### src/rtl/i2s_pkg.sv
// i2s_pkg: widths, FSM state encoding and frame payload shared by the
// I2S receiver and transmitter.
package i2s_pkg;

  localparam int unsigned SAMPLE_WIDTH = 24;
  localparam int unsigned CNT_WIDTH    = 5;

  // Bit count of a fully captured sample
  localparam logic [CNT_WIDTH-1:0] CNT_FULL = CNT_WIDTH'(SAMPLE_WIDTH);

  typedef enum logic [1:0] {
    ST_SYNC  = 2'd0,
    ST_LEFT  = 2'd1,
    ST_RIGHT = 2'd2
  } i2s_state_e;

  typedef struct packed {
    logic [SAMPLE_WIDTH-1:0] left;
    logic [SAMPLE_WIDTH-1:0] right;
  } i2s_frame_t;

endpackage

### src/rtl/i2s_pin_sync.sv
// i2s_pin_sync: two-flop synchronizer for one asynchronous pin plus a
// rising-edge pulse derived from the synchronized history.
//   clk      system clock
//   reset_n  asynchronous active-low reset
//   pin      asynchronous input pin
//   sync     synchronized level (registered)
//   rise_c   one-cycle pulse on a synchronized 0->1 transition (combinational)
module i2s_pin_sync (
  input  logic clk,
  input  logic reset_n,
  input  logic pin,
  output logic sync,
  output logic rise_c
);

  logic meta_q;
  logic sync_q;
  logic hist_q;

  // Synchronizer chain and one flop of history for edge detect
  always_ff @(posedge clk or negedge reset_n) begin
    if (!reset_n) begin
      meta_q <= 1'b0;
      sync_q <= 1'b0;
      hist_q <= 1'b0;
    end else begin
      meta_q <= pin;
      sync_q <= meta_q;
      hist_q <= sync_q;
    end
  end

  assign sync   = sync_q;
  assign rise_c = sync_q & ~hist_q;

endmodule

### src/rtl/i2s_receiver.sv
// i2s_receiver: captures 24-bit left/right samples from an I2S stream
// (SGTL5000 DOUT) into the clk domain and presents them as a
// valid/ready frame.
//   clk        50 MHz system clock
//   reset_n    asynchronous active-low reset
//   SCLK       I2S bit clock (async)
//   LRCLK      I2S word select (async), 0 = left, 1 = right
//   SDATA      I2S serial data (async)
//   sample_l   left sample of the presented frame
//   sample_r   right sample of the presented frame
//   out_valid  a complete, unconsumed frame is presented
//   out_ready  consumer accepts the frame when out_valid=1
//   overrun    sticky: a completed frame was dropped
//   frame_err  sticky: a slot ended with fewer than 24 bits
//   clr_flags  synchronous clear of overrun and frame_err
module i2s_receiver
  import i2s_pkg::*;
(
  input  logic                    clk,
  input  logic                    reset_n,
  input  logic                    SCLK,
  input  logic                    LRCLK,
  input  logic                    SDATA,
  output logic [SAMPLE_WIDTH-1:0] sample_l,
  output logic [SAMPLE_WIDTH-1:0] sample_r,
  output logic                    out_valid,
  input  logic                    out_ready,
  output logic                    overrun,
  output logic                    frame_err,
  input  logic                    clr_flags
);

  logic sclk_lvl_unused;
  logic sclk_rise;
  logic lr_s;
  logic lr_rise_unused;
  logic sd_s;
  logic sd_rise_unused;

  i2s_pin_sync u_sync_sclk (
    .clk     (clk),
    .reset_n (reset_n),
    .pin     (SCLK),
    .sync    (sclk_lvl_unused),
    .rise_c  (sclk_rise)
  );

  i2s_pin_sync u_sync_lrclk (
    .clk     (clk),
    .reset_n (reset_n),
    .pin     (LRCLK),
    .sync    (lr_s),
    .rise_c  (lr_rise_unused)
  );

  i2s_pin_sync u_sync_sdata (
    .clk     (clk),
    .reset_n (reset_n),
    .pin     (SDATA),
    .sync    (sd_s),
    .rise_c  (sd_rise_unused)
  );

  i2s_state_e              state_q, state_d;
  logic                    lr_prev_q;
  logic [CNT_WIDTH-1:0]    cnt_q;
  logic [SAMPLE_WIDTH-1:0] shift_q;
  logic [SAMPLE_WIDTH-1:0] left_hold_q;
  logic                    left_good_q, left_good_d;

  logic                    boundary_c;
  logic                    word_ok_c;
  logic [SAMPLE_WIDTH-1:0] word_c;
  logic                    latch_left_c;
  logic                    frame_done_c;
  logic                    slot_err_c;
  logic                    load_c;
  logic                    drop_c;
  i2s_frame_t              frame_c;

  assign boundary_c = sclk_rise & (lr_s ^ lr_prev_q);

  // With 24-bit slots the LSB arrives on the boundary bit of the next slot,
  // so a 23-bit count is completed by the bit sampled at the boundary.
  assign word_ok_c = (cnt_q == CNT_FULL) || (cnt_q == CNT_FULL - CNT_WIDTH'(1));
  assign word_c    = (cnt_q == CNT_FULL) ? shift_q
                                         : {shift_q[SAMPLE_WIDTH-2:0], sd_s};

  assign frame_c = '{left: left_hold_q, right: word_c};
  assign load_c  = frame_done_c & (~out_valid | out_ready);
  assign drop_c  = frame_done_c & out_valid & ~out_ready;

  // FSM state register
  always_ff @(posedge clk or negedge reset_n) begin
    if (!reset_n) state_q <= ST_SYNC;
    else          state_q <= state_d;
  end

  // FSM next state and slot-end decisions
  always_comb begin
    state_d      = state_q;
    left_good_d  = left_good_q;
    latch_left_c = 1'b0;
    frame_done_c = 1'b0;
    slot_err_c   = 1'b0;
    case (state_q)
      ST_SYNC: begin
        if (boundary_c && !lr_s) state_d = ST_LEFT;
      end
      ST_LEFT: begin
        if (boundary_c) begin
          state_d = ST_RIGHT;
          if (word_ok_c) begin
            latch_left_c = 1'b1;
            left_good_d  = 1'b1;
          end else begin
            slot_err_c  = 1'b1;
            left_good_d = 1'b0;
          end
        end
      end
      ST_RIGHT: begin
        if (boundary_c) begin
          state_d = ST_LEFT;
          if (word_ok_c && left_good_q) frame_done_c = 1'b1;
          else                          slot_err_c   = 1'b1;
        end
      end
      default: state_d = ST_SYNC;
    endcase
  end

  // Bit capture: boundary bit restarts the count, data saturates at 24 bits
  always_ff @(posedge clk or negedge reset_n) begin
    if (!reset_n) begin
      lr_prev_q   <= 1'b0;
      cnt_q       <= '0;
      shift_q     <= '0;
      left_hold_q <= '0;
      left_good_q <= 1'b0;
    end else begin
      if (sclk_rise) begin
        lr_prev_q <= lr_s;
        if (boundary_c) begin
          cnt_q <= '0;
        end else if (state_q != ST_SYNC && cnt_q != CNT_FULL) begin
          shift_q <= {shift_q[SAMPLE_WIDTH-2:0], sd_s};
          cnt_q   <= cnt_q + CNT_WIDTH'(1);
        end
      end
      if (latch_left_c) left_hold_q <= word_c;
      left_good_q <= left_good_d;
    end
  end

  // Output frame handshake and sticky flags
  always_ff @(posedge clk or negedge reset_n) begin
    if (!reset_n) begin
      sample_l  <= '0;
      sample_r  <= '0;
      out_valid <= 1'b0;
      overrun   <= 1'b0;
      frame_err <= 1'b0;
    end else begin
      if (load_c) begin
        sample_l  <= frame_c.left;
        sample_r  <= frame_c.right;
        out_valid <= 1'b1;
      end else if (out_valid && out_ready) begin
        out_valid <= 1'b0;
      end
      if (drop_c)         overrun <= 1'b1;
      else if (clr_flags) overrun <= 1'b0;
      if (slot_err_c)     frame_err <= 1'b1;
      else if (clr_flags) frame_err <= 1'b0;
    end
  end

endmodule
### config.mk
export PLATFORM = sky130hd
export DESIGN_NAME = i2s_receiver
export DESIGN_NICKNAME = d
export VERILOG_FILES = /design/src/rtl/i2s_pkg.sv /design/src/rtl/i2s_pin_sync.sv /design/src/rtl/i2s_receiver.sv
export SDC_FILE = /design/constraint.sdc
export NUM_CORES = 1
export LEC_CHECK = 0
export ABC_CLOCK_PERIOD_IN_PS = 2100
export CORE_MARGIN = 2
export CORE_UTILIZATION = 40
export DETAILED_ROUTE_END_ITERATION = 8
export PLACE_DENSITY = 0.63
export SYNTH_ARGS = -nofsm -noshare
export SYNTH_HDL_FRONTEND = slang
export SYNTH_HIERARCHICAL = 1
export SYNTH_SLANG_ARGS = --single-unit
### constraint.sdc
create_clock -name clk -period 2.1 [get_ports clk]
set_clock_uncertainty 0.2 [all_clocks]
set_input_delay 0.21 -clock clk [delete_from_list [all_inputs] [get_ports clk]]
set_output_delay 0.21 -clock clk [all_outputs]
set_load 0.02 [all_outputs]
==> impl_metrics.yaml, run 1 <==
final_layout:
  mostFrequentLayoutCells: "dfrtp_1, clkdlybuf4s50_1, o21ai_0"
  areaGrowthSynthToFinish_pct: 36.39
  final-seq-area_um2: 2878
  fin_cells: 601
  antenna_cells_inserted: 0
  final_nets: 459
  multiInputGateArea_um2: 1639
  fillerInstances: 958
  final_util_pct: 55.34
  drive_above_1_share_pct: 20.09
  final_common_cell: "dfrtp_1"
sta:
  maxSlewHeadroom_pct: 71.67
  finalCritPeriodShare_pct: 98.67
  hold_ws_ps: 48.82
  grt_setup_unrepaired: "true"
  setup_viol: 0
  fin_ws_ps: 27.87
  slew_violations: 0
  max_slew.worst_pin.slew_ps: 425.0
  fmax_mhz: 482.6
  fin_crit_ps: 2072
  report.final.hold_viol_count: 0
routing:
  drt_iter0_drc: 128
  firstDrtPassIters: 5
  wl_um: 9450
  ant_nets: 0
  vias_per_cell: 4.978
  wl_per_cell_um: 15.72
  drc: 0
  vias: 2992
clock_network:
  clk_path_buf_depth: 2
  clk_latency_ps: 410
  cts_buffers: 17
  clkTransAtPathRegs_ps: 50
  h-tree-depth: 4
  cts_root_buf: "clkbuf_16"
  cts_num_sinks: 115
  cts_tree: "yes"
power:
  clockPowerShare_pct: 51.0
  switchingPower_w: 0.001250
  p_int_w: 0.004473
  seqPwrFrac_pct: 41.5
  p_leak_nw: 3.057
  swShare_pct: 21.84
  powerDensity_nw_per_um2: 913.5
  ir_worst_vdd_mv: 0.4707
  pwr-share-comb_pct: 7.5
critical_path:
  rr_endpoint: "sample_l[20]"
  critPathKind: "flip-flop to flip-flop"
  startpoint_type: "flip-flop"
  required_ps: 2190
  endpoint_kind: "flip-flop"
  reg2reg_depth: 6
  worstPathArrival_ps: 2160
  cp_max_fo: 17
  reg2reg_slack_ps: 30
  rr_startpoint: "cnt_q[0]"
die:
  initial_core_util_pct: 40.57
  rows: 39
  dieArea_um2: 12360
  core_um2: 11320
  die_x_um: 111.2
  pin_count: 58
  fp.dieH_um: 111.2
min_path:
  hp-start: "SDATA"
  hold_class: "primary input to flip-flop"
  min_to: "u_sync_sdata/meta_q"
  holdPathStages: 1
synth:
  syn_area_um2: 4593
  syn_avg_cell_area_um2: 12.79
  netlist_instances: 359
  yosysWarnings: 6
  synth_nets: 372
grt:
  grt_max_degree: 49
  grt_pass1_vias: 2979
  grtUsageTotal_pct: 14.84
  antenna_found_initial: 0
  grt_pass1_wl_um: 14550
  grt_overflow_total: 0
place:
  dp_slack_ps: 10.70
  place_inst: 557
  gp_congestion: 0.7555
  dpl.hpwl_um: 5723
  portBuffers: 57
flow_run:
  drv_cap: 0
status:
  status: "complete, no violations"
==> worst max path at each step <==
stage                     startpoint           end  slack, ps  cells after the start
final                       cnt_q[0]  sample_l[20]         30                      6
after detailed placement    cnt_q[0]  sample_l[16]         10                      5
after CTS                   cnt_q[0]  sample_l[20]         20                      6
after global routing        cnt_q[0]  sample_l[21]        -70                      6
after floorplan             cnt_q[0]  sample_l[18]         30                      7
after global placement      cnt_q[0]  sample_l[20]         50                      5
==> critical path, cell delays in order, from the launching register on <==
cell       delay, ps
dfrtp_1          400
inv_1             60
ha_1             200
and4b_1          240
o2111ai_4        290
buf_12           210
mux2_2           350
==> power groups by stage <==
stage / Sequential (W) / Combinational [W] / Clock, W
2_1_floorplan: 0.00240 / 0.000261 / 0
3_3_place_gp: 0.00240 / 0.000418 / 0
3_5_place_dp: 0.00241 / 0.000428 / 0
4_1_cts: 0.00237 / 0.000434 / 0.00297
5_1_grt: 0.00238 / 0.000478 / 0.00309
6_report: 0.00238 / 0.000428 / 0.00292
==> state kept, by name, summed over array words and instances, names as in the netlist <==
name	count
cnt_q	5
frame_err	1
left_good_q	1
left_hold_q	24
lr_prev_q	1
out_valid	1
overrun	1
sample_l	24
sample_r	24
shift_q	24
state_q	2
u_sync_lrclk/meta_q	1
u_sync_lrclk/sync	1
u_sync_sclk/hist_q	1
u_sync_sclk/meta_q	1
u_sync_sclk/sync	1
u_sync_sdata/meta_q	1
u_sync_sdata/sync	1
==> through the flow <==
step                setup TNS (ps)  cell area [um2]  power (W)
CTS                              0             6060   0.005783
global route                 -1364             6265   0.005948
detailed placement               0             5446   0.002841
global placement                 0             5446   0.002820
finish                           0             6265   0.005723
floorplan                        0             4604   0.002657
==> routing by layer <==
metal	global-route usage [%]	share of wire (%)	wire (um)	up-vias
li1	-	-	-	1429
met1	17.83	45	4232	1511
met3	3.882	2.2	211	13
met4	6.667	1.3	121	0
met5	0	0	0	-
met2	25.12	52	4885	39
==> area by class of cell <==
| class | count | area share [%] |
|---|---|---|
| timing repair buffer | 85 | 15.04 |
| inverter | 7 | 0.4194 |
| sequential | 115 | 45.94 |
| tap | 143 | 2.856 |
| clock buffer | 22 | 7.090 |
| multi-input combinational | 220 | 26.16 |
| clock inverter | 9 | 2.497 |
==> what timing repair did <==
item,4_1_cts,5_1_grt
endpoints found under the setup margin,1,50
setup buffers,0,6
resized for setup,1,4
hold endpoints to repair,90,0
gates cloned,0,6
hold buffers,1,0
Note: power is estimated with default switching activity, not from simulation.
==> inputs of run 2 (changes only) <==
Settings changed: TNS_END_PERCENT set to 30.
==> impl_metrics.yaml, run 2 (synthesis gave the netlist of run 1 again) <==
clock_network:
  clkTransAtPathRegs_ps: 50
  h-tree-depth: 4
  clk_path_buf_depth: 2
  cts_root_buf: "clkbuf_16"
  cts_tree: "yes"
  clk_latency_ps: 400
  cts_num_sinks: 115
  cts_buffers: 17
sta:
  maxSlewHeadroom_pct: 71.87
  fin_ws_ps: 22.65
  fmax_mhz: 481.4
  finalCritPeriodShare_pct: 98.92
  report.final.hold_viol_count: 0
  grt_setup_unrepaired: "true"
  slew_violations: 0
  fin_setup_tns_ps: 0
  fin_crit_ps: 2077
  max_slew.worst_pin.slew_ps: 422.0
  setup_viol: 0
grt:
  antenna_found_initial: 0
  grt_pass1_vias: 2979
  grt_overflow_total: 0
  grtUsageTotal_pct: 14.84
  grt_pass1_wl_um: 14550
  grt_max_degree: 49
min_path:
  holdPathStages: 1
  hold_class: "primary input to flip-flop"
final_layout:
  fin_cells: 595
  drive_above_1_share_pct: 19.03
  final_nets: 453
  final-seq-area_um2: 2878
  multiInputGateArea_um2: 1639
  antenna_cells_inserted: 0
  fillerInstances: 972
  mostFrequentLayoutCells: "dfrtp_1, clkdlybuf4s50_1, o21ai_0"
  areaGrowthSynthToFinish_pct: 33.83
  final_common_cell: "dfrtp_1"
power:
  clockPowerShare_pct: 51.0
  powerDensity_nw_per_um2: 930.1
  ir_worst_vdd_mv: 0.4323
  p_total_w: 0.005717
  pwr-share-comb_pct: 7.5
  seqPwrFrac_pct: 41.6
  p_leak_nw: 2.992
  swShare_pct: 21.76
  p_int_w: 0.004473
  switchingPower_w: 0.001244
die:
  initial_core_util_pct: 40.57
  die_x_um: 111.2
  dieArea_um2: 12360
  rows: 39
  pin_count: 58
  core_um2: 11320
  fp.dieH_um: 111.2
critical_path:
  worstPathArrival_ps: 2160
  critPathBufInv: 2
  cp_slowest_cell: "dfrtp_1"
  required_ps: 2180
  endpoint_kind: "flip-flop"
  startpoint_type: "flip-flop"
  crit_family: "flip-flops"
  path_cells: "inv_1, ha_1, and4b_1, o2111ai_4, buf_12, mux2_2"
  critPathMaxStageDelay_ps: 400
  reg2reg_depth: 6
  cp_max_fo: 17
  critPathKind: "flip-flop to flip-flop"
  cp.depth: 6
routing:
  firstDrtPassIters: 7
  drc: 0
  drt_iter0_drc: 98
  wl_um: 8647
  ant_nets: 0
  vias: 2906
  vias_per_cell: 4.884
  wl_per_cell_um: 14.53
place:
  dpl.hpwl_um: 5723
  place_inst: 557
  gp_congestion: 0.7555
  portBuffers: 57
  dp_slack_ps: 10.70
flow_run:
  drv_cap: 0
status:
  status: "complete, no violations"
[run 2: power groups by stage]
stage / combinational [W] / sequential (W) / clock, W
after floorplan: 0.000261 / 0.00240 / 0
after global placement: 0.000418 / 0.00240 / 0
after detailed placement: 0.000428 / 0.00241 / 0
after CTS: 0.000434 / 0.00237 / 0.00297
after global routing: 0.000479 / 0.00238 / 0.00308
final: 0.000426 / 0.00238 / 0.00291
[run 2: worst register-to-register path, cell delays in order (launching register included)]
cell       delay [ps]
dfrtp_1           400
inv_1              60
ha_1              200
and4b_1           240
o2111ai_4         290
buf_12            210
mux2_2            350
[run 2: cell type report]
type                    instances  area share [%]
flip-flops and latches        115           46.81
multi-input cells             220           26.66
repair buffers                 79           13.41
clock buffers                  22           7.226
well taps                     143           2.911
clock inverters                 9           2.544
inverters                       7          0.4274
[run 2: routing by layer]
layer	wire length, um	part of all wire, %	GRT usage, %
met1	3947	46	17.83
met5	0	0	0
met3	202	2.3	3.882
met2	4381	51	25.12
met4	116	1.3	6.667
[run 2: final timing paths]
path | startpoint | to | slack, ps
max | cnt_q[0] | sample_l[20] | 20
min reg2reg | u_sync_sdata/meta_q | u_sync_sdata/sync | 140
max in group asynchronous | reset_n | sample_r[18] | 950
min in group asynchronous | reset_n | left_hold_q[9] | 90
min | SDATA | u_sync_sdata/meta_q | 50
max reg2reg | cnt_q[0] | sample_l[20] | 20
[run 2: timing repair]
action / CTS / global route
resized for setup: 1 / 3
gates cloned: 0 / 2
endpoints found under the setup margin: 1 / 50
endpoints found under the hold margin: 90 / 0
hold buffers: 1 / 0
buffers inserted: 0 / 4
[run 2: stage by stage]
| stage | utilization [%] | hold WS, ps | cell area [um2] |
|---|---|---|---|
| 3_3_place_gp | 48.11 | -23.94 | 5446 |
| 6_report | 54.30 | 50.91 | 6147 |
| 5_1_grt | 54.30 | 32.63 | 6147 |
| 4_1_cts | 53.53 | 29.44 | 6060 |
| 3_5_place_dp | 48.11 | -20.23 | 5446 |
| 2_1_floorplan | - | -285.6 | 4604 |
